File: src/rtl/lbist_pkg.sv
// rtl/lbist_pkg.sv - shared state encoding, default constants and MISR step for the logic-BIST engine
package lbist_pkg;

    typedef enum logic [1:0] {IDLE, RUN, CMP, DONE} state_t;

    localparam int          MISR_W   = 16;
    localparam logic [15:0] DEF_POLY = 16'h1021;
    localparam logic [3:0]  DEF_TAPS = 4'b1100;
    localparam logic [3:0]  DEF_SEED = 4'b0001;

    // One MISR clock: shift left, fold the shifted-out bit through the polynomial, inject the response.
    function automatic logic [MISR_W-1:0] misr_next(input logic [MISR_W-1:0] sig,
                                                    input logic [MISR_W-1:0] poly,
                                                    input logic [MISR_W-1:0] din);
        return {sig[MISR_W-2:0], 1'b0} ^ ({MISR_W{sig[MISR_W-1]}} & poly) ^ din;
    endfunction

endpackage

File: src/rtl/lbist_engine_if.sv
// rtl/lbist_engine_if.sv - control/status and CUT pattern/response bundle of the logic-BIST engine
interface lbist_engine_if #(
    parameter int PI_W  = 4,
    parameter int PO_W  = 1,
    parameter int SIG_W = 16,
    parameter int IDX_W = 4
);
    logic             start;
    logic [PI_W-1:0]  cut_pi;
    logic [PO_W-1:0]  cut_po;
    logic             busy;
    logic             done;
    logic             pass;
    logic [SIG_W-1:0] signature;
    logic [IDX_W-1:0] pat_idx;

    modport slave  (input  start, cut_po,
                    output cut_pi, busy, done, pass, signature, pat_idx);
    modport master (output start, cut_po,
                    input  cut_pi, busy, done, pass, signature, pat_idx);
endinterface

File: src/rtl/lbist_lfsr.sv
// rtl/lbist_lfsr.sv - Fibonacci pattern LFSR with synchronous seed load
module lbist_lfsr #(
    parameter int              PI_W = 4,
    parameter logic [PI_W-1:0] TAPS = 4'b1100,
    parameter logic [PI_W-1:0] SEED = 4'b0001
) (
    input  logic            clk,
    input  logic            rst_n,
    input  logic            load,
    input  logic            en,
    output logic [PI_W-1:0] q
);

    always_ff @(posedge clk or negedge rst_n) begin
        if (!rst_n) begin
            q <= SEED;
        end else if (load) begin
            q <= SEED;
        end else if (en) begin
            q <= {q[PI_W-2:0], ^(q & TAPS)};
        end
    end

endmodule

File: src/rtl/lbist_engine.sv
// rtl/lbist_engine.sv - LFSR pattern generation, MISR compaction and golden-signature compare
module lbist_engine
    import lbist_pkg::*;
#(
    parameter int               PI_W   = 4,
    parameter int               PO_W   = 1,
    parameter int               SIG_W  = MISR_W,
    parameter logic [SIG_W-1:0] POLY   = DEF_POLY,
    parameter logic [PI_W-1:0]  TAPS   = DEF_TAPS,
    parameter logic [PI_W-1:0]  SEED   = DEF_SEED,
    parameter int               NPAT   = 15,
    parameter logic [SIG_W-1:0] GOLDEN = '0
) (
    input  logic           clk,
    input  logic           rst_n,
    lbist_engine_if.slave  bus
);

    localparam int             IDX_W = $clog2(NPAT + 1);
    localparam logic [IDX_W-1:0] LAST = IDX_W'(NPAT - 1);

    state_t           state;
    logic             run_q;
    logic             busy_q;
    logic             done_q;
    logic             pass_q;
    logic [SIG_W-1:0] misr_q;
    logic [SIG_W-1:0] po_ext;
    logic [IDX_W-1:0] idx_q;
    logic [PI_W-1:0]  lfsr_q;
    logic             lfsr_load;
    logic             lfsr_en;

    assign lfsr_load = bus.start && (state == IDLE || state == DONE);
    assign lfsr_en   = (state == RUN);

    lbist_lfsr #(.PI_W(PI_W), .TAPS(TAPS), .SEED(SEED)) u_lfsr (
        .clk   (clk),
        .rst_n (rst_n),
        .load  (lfsr_load),
        .en    (lfsr_en),
        .q     (lfsr_q)
    );

    always_comb begin
        po_ext             = '0;
        po_ext[PO_W-1:0]   = bus.cut_po;
    end

    // run_q is a dedicated flop so cut_pi gating never decodes the state vector combinationally.
    always_ff @(posedge clk or negedge rst_n) begin
        if (!rst_n) begin
            state  <= IDLE;
            run_q  <= 1'b0;
            busy_q <= 1'b0;
            done_q <= 1'b0;
            pass_q <= 1'b0;
            misr_q <= '0;
            idx_q  <= '0;
        end else begin
            case (state)
                IDLE, DONE: begin
                    if (bus.start) begin
                        state  <= RUN;
                        run_q  <= 1'b1;
                        busy_q <= 1'b1;
                        done_q <= 1'b0;
                        pass_q <= 1'b0;
                        misr_q <= '0;
                        idx_q  <= '0;
                    end
                end
                RUN: begin
                    misr_q <= misr_next(misr_q, POLY, po_ext);
                    idx_q  <= idx_q + 1'b1;
                    if (idx_q == LAST) begin
                        state <= CMP;
                        run_q <= 1'b0;
                    end
                end
                CMP: begin
                    state  <= DONE;
                    busy_q <= 1'b0;
                    done_q <= 1'b1;
                    pass_q <= (misr_q == GOLDEN);
                end
                default: state <= IDLE;
            endcase
        end
    end

    assign bus.cut_pi    = lfsr_q & {PI_W{run_q}};
    assign bus.busy      = busy_q;
    assign bus.done      = done_q;
    assign bus.pass      = pass_q;
    assign bus.signature = misr_q;
    assign bus.pat_idx   = idx_q;

endmodule

File: src/flat_wrapper.sv
// flat-port wrapper written by rule: the top's interface ports become plain ports
module lbist_engine_flat import lbist_pkg::*;
#(
    parameter int               PI_W   = 4,
    parameter int               PO_W   = 1,
    parameter int               SIG_W  = MISR_W,
    parameter logic [SIG_W-1:0] POLY   = DEF_POLY,
    parameter logic [PI_W-1:0]  TAPS   = DEF_TAPS,
    parameter logic [PI_W-1:0]  SEED   = DEF_SEED,
    parameter int               NPAT   = 15,
    parameter logic [SIG_W-1:0] GOLDEN = '0
)
  (clk, rst_n, bus_start, bus_cut_po, bus_cut_pi, bus_busy, bus_done, bus_pass, bus_signature, bus_pat_idx);
  lbist_engine_if #(.PI_W(PI_W), .PO_W(PO_W), .SIG_W(SIG_W), .IDX_W(4)) bus_i ();
  input  logic clk;
  input  logic rst_n;
  input wire logic [$bits(bus_i.start)-1:0] bus_start;
  input wire logic [$bits(bus_i.cut_po)-1:0] bus_cut_po;
  output wire logic [$bits(bus_i.cut_pi)-1:0] bus_cut_pi;
  output wire logic [$bits(bus_i.busy)-1:0] bus_busy;
  output wire logic [$bits(bus_i.done)-1:0] bus_done;
  output wire logic [$bits(bus_i.pass)-1:0] bus_pass;
  output wire logic [$bits(bus_i.signature)-1:0] bus_signature;
  output wire logic [$bits(bus_i.pat_idx)-1:0] bus_pat_idx;
  assign bus_i.start = bus_start;
  assign bus_i.cut_po = bus_cut_po;
  assign bus_cut_pi = bus_i.cut_pi;
  assign bus_busy = bus_i.busy;
  assign bus_done = bus_i.done;
  assign bus_pass = bus_i.pass;
  assign bus_signature = bus_i.signature;
  assign bus_pat_idx = bus_i.pat_idx;
  lbist_engine #(.PI_W(PI_W), .PO_W(PO_W), .SIG_W(SIG_W), .POLY(POLY), .TAPS(TAPS), .SEED(SEED), .NPAT(NPAT), .GOLDEN(GOLDEN)) u_core (.clk(clk), .rst_n(rst_n), .bus(bus_i));
endmodule
File: config.mk
export PLATFORM = sky130hd
export DESIGN_NAME = lbist_engine_flat
export DESIGN_NICKNAME = d
export VERILOG_FILES = /design/src/rtl/lbist_pkg.sv /design/src/rtl/lbist_engine_if.sv /design/src/rtl/lbist_lfsr.sv /design/src/rtl/lbist_engine.sv /design/src/flat_wrapper.sv
export SDC_FILE = /design/constraint.sdc
export NUM_CORES = 1
export LEC_CHECK = 0
export ABC_AREA = 1
export ABC_CLOCK_PERIOD_IN_PS = 1520
export BUFFER_PORTS_ARGS = -buffer_cell sky130_fd_sc_hd__buf_4
export CORE_UTILIZATION = 47
export CTS_CLUSTER_SIZE = 30
export DETAILED_ROUTE_END_ITERATION = 10
export PLACE_DENSITY = 0.74
export RECOVER_POWER = 25
export SLEW_MARGIN = 20
export SYNTH_ARGS = -nofsm -noshare
export SYNTH_HDL_FRONTEND = slang
export SYNTH_SLANG_ARGS = --single-unit
File: constraint.sdc
create_clock -name clk -period 1.52 [get_ports clk]
set_input_delay 0.456 -clock clk [delete_from_list [all_inputs] [get_ports clk]]
set_output_delay 0.456 -clock clk [all_outputs]
set_load 0.1 [all_outputs]
* Yosys cells after proc, flatten, opt, wreduce, memory -nomap -nowiden
Cells that the tools add are included.
Storage, ports and cells: register bits after elaboration 30, bits of input ports 4, output and inout port bits 27, word-level logic and storage cells 47
Cells by class: add/sub/neg operators 1, bitwise gates (word level) 3, multiplexer cells 16, eq/ne operators 6, reductions and logical operators 13
Operators with widths (number):
- 16-bit case mux with 2 select lines | 1
- 16-bit logical NOT | 1
- 16-bit 2-to-1 mux | 1
- 16-bit by 1-bit bitwise XOR with 16-bit output | 1
- 16-bit by 13-bit bitwise XOR with 16-bit output | 1
- 4-bit 2-to-1 mux | 3
- 1-bit case mux with 2 select lines | 4
- 4-bit case mux with 2 select lines | 1
- 2-bit case mux with 3 select lines | 1
- 2-bit AND reduction | 3
- 2-bit nonzero test | 3
- 4-bit by 1-bit adder with 4-bit output, second input constant | 1
- 4-bit AND | 1
- 2-bit == test, second input constant | 2
- 4-bit == test, second input constant | 1
- 2-bit 2-to-1 mux | 2
- 2-bit inequality test, second input constant | 2
- 4-bit XOR reduction | 1
- 1-bit 2-to-1 mux | 3
- 3-bit AND reduction | 1
- 2-bit by 1-bit == test with 1-bit output, second input constant | 1
- 2-bit logical NOT | 1
- 2-bit OR reduction | 1
- 1-bit logical AND | 1
- 1-bit logical OR | 1

* Logic depth before layout (Yosys ltp)
depth after elaboration 4, depth in mapped cells 7, depth with buffers taken out 7

* Modules after synthesis
Synthesis repeated with hierarchy kept, for this count alone.
Unflattened totals: cell total of the unflattened synthesis 162, area total of the unflattened synthesis 1402.6 um^2
Modules (own cells, without submodules):
- lbist_engine | area each 1221.2 um^2, cells each 138, instances 1, seq. area each 650.6 um^2
- lbist_lfsr | area each 181.4 um^2, cells each 24, instances 1, seq. area each 101.3 um^2

* Worst setup path after synthesis
No wires, ideal clock.
path type reg-to-reg, start point register u_core.idx_q[0], in the netlist u_core.bus.pat_idx[0], end point register u_core.state[1], path buffers 0, library setup time 0.131 ns, period minus slack after synthesis 1.752 ns, cell stages (with the launch flop) 7, data required time 1.389 ns, data arrival time 1.621 ns, setup slack -0.232 ns, path through dfrtp_1 inv_1 ha_1 nand3_1 nand2_1 nand2_1 o21ai_0
Between the ends: longest elaborated chain between the ends 3
Ends and longest elaborated chain:
- start, declared | line lbist_engine.sv:29 | logic [IDX_W-1:0] idx_q;
- start signal, assigned | line lbist_engine.sv:75 | idx_q <= idx_q + 1'b1;
- 4-bit == test | line lbist_engine.sv:76 | if (idx_q == LAST) begin
- 2-bit inequality test (no line)
- 2-bit AND reduction (no line)
- end signal, assigned | line lbist_engine.sv:77 | state <= CMP;
- end signal, assigned | line lbist_engine.sv:82 | state <= DONE;
- end signal, assigned | line lbist_engine.sv:87 | default: state <= IDLE;
- end, declared | line lbist_engine.sv:22 | state_t state;
No other way between the ends. A chain may end at the register's enable or synchronous reset.

* Final worst setup path
start point register u_core.u_lfsr.q[0], end point output bus_cut_pi[0]
Between the ends: longest elaborated chain between the ends 1
Ends and longest elaborated chain:
- start, declared | line lbist_lfsr.sv:11 | output logic [PI_W-1:0] q
- start signal, assigned | line lbist_lfsr.sv:20 | q <= {q[PI_W-2:0], ^(q & TAPS)};
- 4-bit AND | line lbist_engine.sv:92 | assign bus.cut_pi = lfsr_q & {PI_W{run_q}};
- end, declared | line flat_wrapper.sv:19 | output wire logic [$bits(bus_i.cut_pi)-1:0] bus_cut_pi;
No other way between the ends.

==> reports/qor.yml <==
outcome: "finished, violations left"
violations: "setup timing"
dp_hpwl_um: 1990
die_h_um: 56.4
hold_slack_ns: 0.163
synth_top_area_share_pct: 52.2
cts-root-buf: "clkbuf_4"
grt_pass1_vias: 1093
start_kind: "register"
grt_max_degree: 31
netlist_area_mm2: 0.00139
grt_pass1_wl_um: 4800
dieArea_mm2: 0.00318
drive_gt1_share_pct: 34.9
skew_ns: 0.0145
viasPerCell: 5.04
synthDistinctLibCells: 22
hold_class: "primary input to asynchronous set/reset pin"
port_buffers: 30
num_vias: 1140
finalCritPeriodShare_pct: 107
drv_slew: 0
yosysSeqAreaShare_pct: 54.0
overflow: 0
drt_iter0_markers: 45
num_rows: 19
nNetsFinal: 203
drt_drc_violations_left: 0
highest_layer: "met4"
syn_to_final_growth_pct: 36.2
tritoncts.num_buffers: 5
layout_commonest_cell: "inv_1"
wl_met3_um: 141
grt_setup_unrepaired: "yes"
finalWeightedCongestion: 0.783
cts_tree: "yes"
yosys.area.top_type: "dfrtp_1"
finalHoldViolCount: 0
setup_violations: 2
hold_buffers: 0
die-width_um: 56.4
ant_nets: 0
crit_required_ns: 1.06
final_cell_mix: "inv_1 (25), dfrtp_1 (23), nand2_1 (22), buf_4 (20), o22ai_1 (17)"
drt_pre_antenna_iters: 4
setup.worst_path.end_class: "primary output"
final.min_clock_period_ns: 1.62
fillers: 212
netlist_instances: 152
worstMarginPinSlew_ns: 0.731
diodes: 0
dr_wl_met2_um: 1340
antenna_found_initial: 0
grt_usage_pct: 20.2
clock_path_buffers: 2
start_util_pct: 50.0
final.setup.worst_slack_ns: -0.100
yosys-top-cells-area: "dfrtp_1 (52%), inv_1 (8.1%), o22ai_1 (7.6%)"
num_io_pins: 31
syn_area_per_cell_um2: 9.15
core_area_mm2: 0.00278
clock.fmax_mhz: 617
critPathKind: "register to primary output"
crit_arrival_ns: 1.16
register_area_um2: 759
htreeDepth: 2
syn_nets: 161
clk_latency_ns: 0.33
max_cap_violations: 0
cts_sinks: 30
multi_input_area_um2: 513
timing.critical_path.fanout_max: 2
relSlewSlack_pct: 51.3
wl_met1_um: 1270
clk_pin_slew_ns: 0.10
routedWlPerCell_um: 12.5
wirelength_um: 2830
synth-seq-cells: 30
synthesis.yosys.warnings: 0
## what timing repair did
action	in CTS	in global routing
pin swaps	1	0
resized for setup	22	16
endpoints found under the hold margin	0	0
setup endpoints to repair	8	39
setup buffers	2	2
## critical path, cell delays in order, from the launching register on
cell and delay, ns:
dfstp_2 0.54, nand2_2 0.06, clkinvlp_4 0.08, buf_12 0.16
## metal layers
metal	vias to the layer above	track usage (%)
li1	573	-
met1	533	24.9
met2	27	31.5
met3	7	6.91
met4	0	10.5
met5	-	0
## sequential cells by signal, summed over array words and instances, names as in the netlist
register              cells
u_core.u_lfsr.q           4
u_core.state              2
u_core.bus.pass           1
u_core.bus.done           1
u_core.bus.signature     16
u_core.bus.pat_idx        4
u_core.bus.busy           1
u_core.run_q              1
## cells by family after synthesis
logic type | after synthesis | share of synthesized area, %
AND/OR/NAND/NOR | 47 | 14.0
buffers and inverters | 35 | 10.5
AO/OA/AOI/OAI | 31 | 14.4
flip-flops | 30 | 54.0
adder cells (fa/ha/maj) | 5 | 4.50
XOR/XNOR | 4 | 2.52
## final timing paths
kind,from,to,slack (ns),cells past startpoint
worst max register to register,u_core.state[0]$_DFFE_PN0P_,u_core.state[1]$_DFFE_PN0P_,0.11,7
min in group clk,bus_cut_po,u_core.bus.signature[0]$_DFFE_PN0P_,0.40,3
worst max-delay path,u_core.u_lfsr.q[0]$_DFFE_PN1P_,bus_cut_pi[0],-0.10,3
worst min register to register,u_core.bus.busy$_DFFE_PN0P_,u_core.bus.busy$_DFFE_PN0P_,0.51,2
worst min-delay path,rst_n,u_core.bus.pat_idx[3]$_DFFE_PN0P_,0.16,1
max in group asynchronous,rst_n,u_core.bus.pat_idx[0]$_DFFE_PN0P_,0.84,1
## cells in the mapped netlist (all sizes together)
| cell type | count |
|---|---|
| nor2 | 16 |
| nand2b | 1 |
| dfstp | 1 |
| nand2 | 25 |
| nand3 | 5 |
| xnor2 | 4 |
| buf | 3 |
| o22ai | 17 |
| dfrtp | 29 |
| ha | 5 |
| clkbuf | 1 |
| o21ai | 8 |
| a211oi | 1 |
| inv | 31 |
| a21oi | 4 |
| o211ai | 1 |
## layout make-up
| class | instances | share of cell area, % |
|---|---|---|
| flip-flops and latches | 30 | 40.1 |
| multi-input cells | 87 | 27.1 |
| repair buffers | 39 | 21.8 |
| inverters | 31 | 6.34 |
| clock buffers | 6 | 2.18 |
| well taps | 31 | 2.05 |
| clock inverters | 2 | 0.528 |
## per-stage QoR
step	utilization (%)	instances	setup WS (ns)	area [um^2]	setup TNS, ns
finish	68.2	226	-0.100	1900	-0.113
global route	68.2	226	-0.165	1900	-0.365
CTS	65.5	224	-0.110	1820	-0.124
detailed placement	60.5	214	0.0368	1680	0
global placement	60.5	214	0.0856	1680	0
floorplan	-	152	0.00346	1400	0
Power is not shown: default switching activity piles up to over one toggle a cycle in this logic, so the estimate is an artifact.
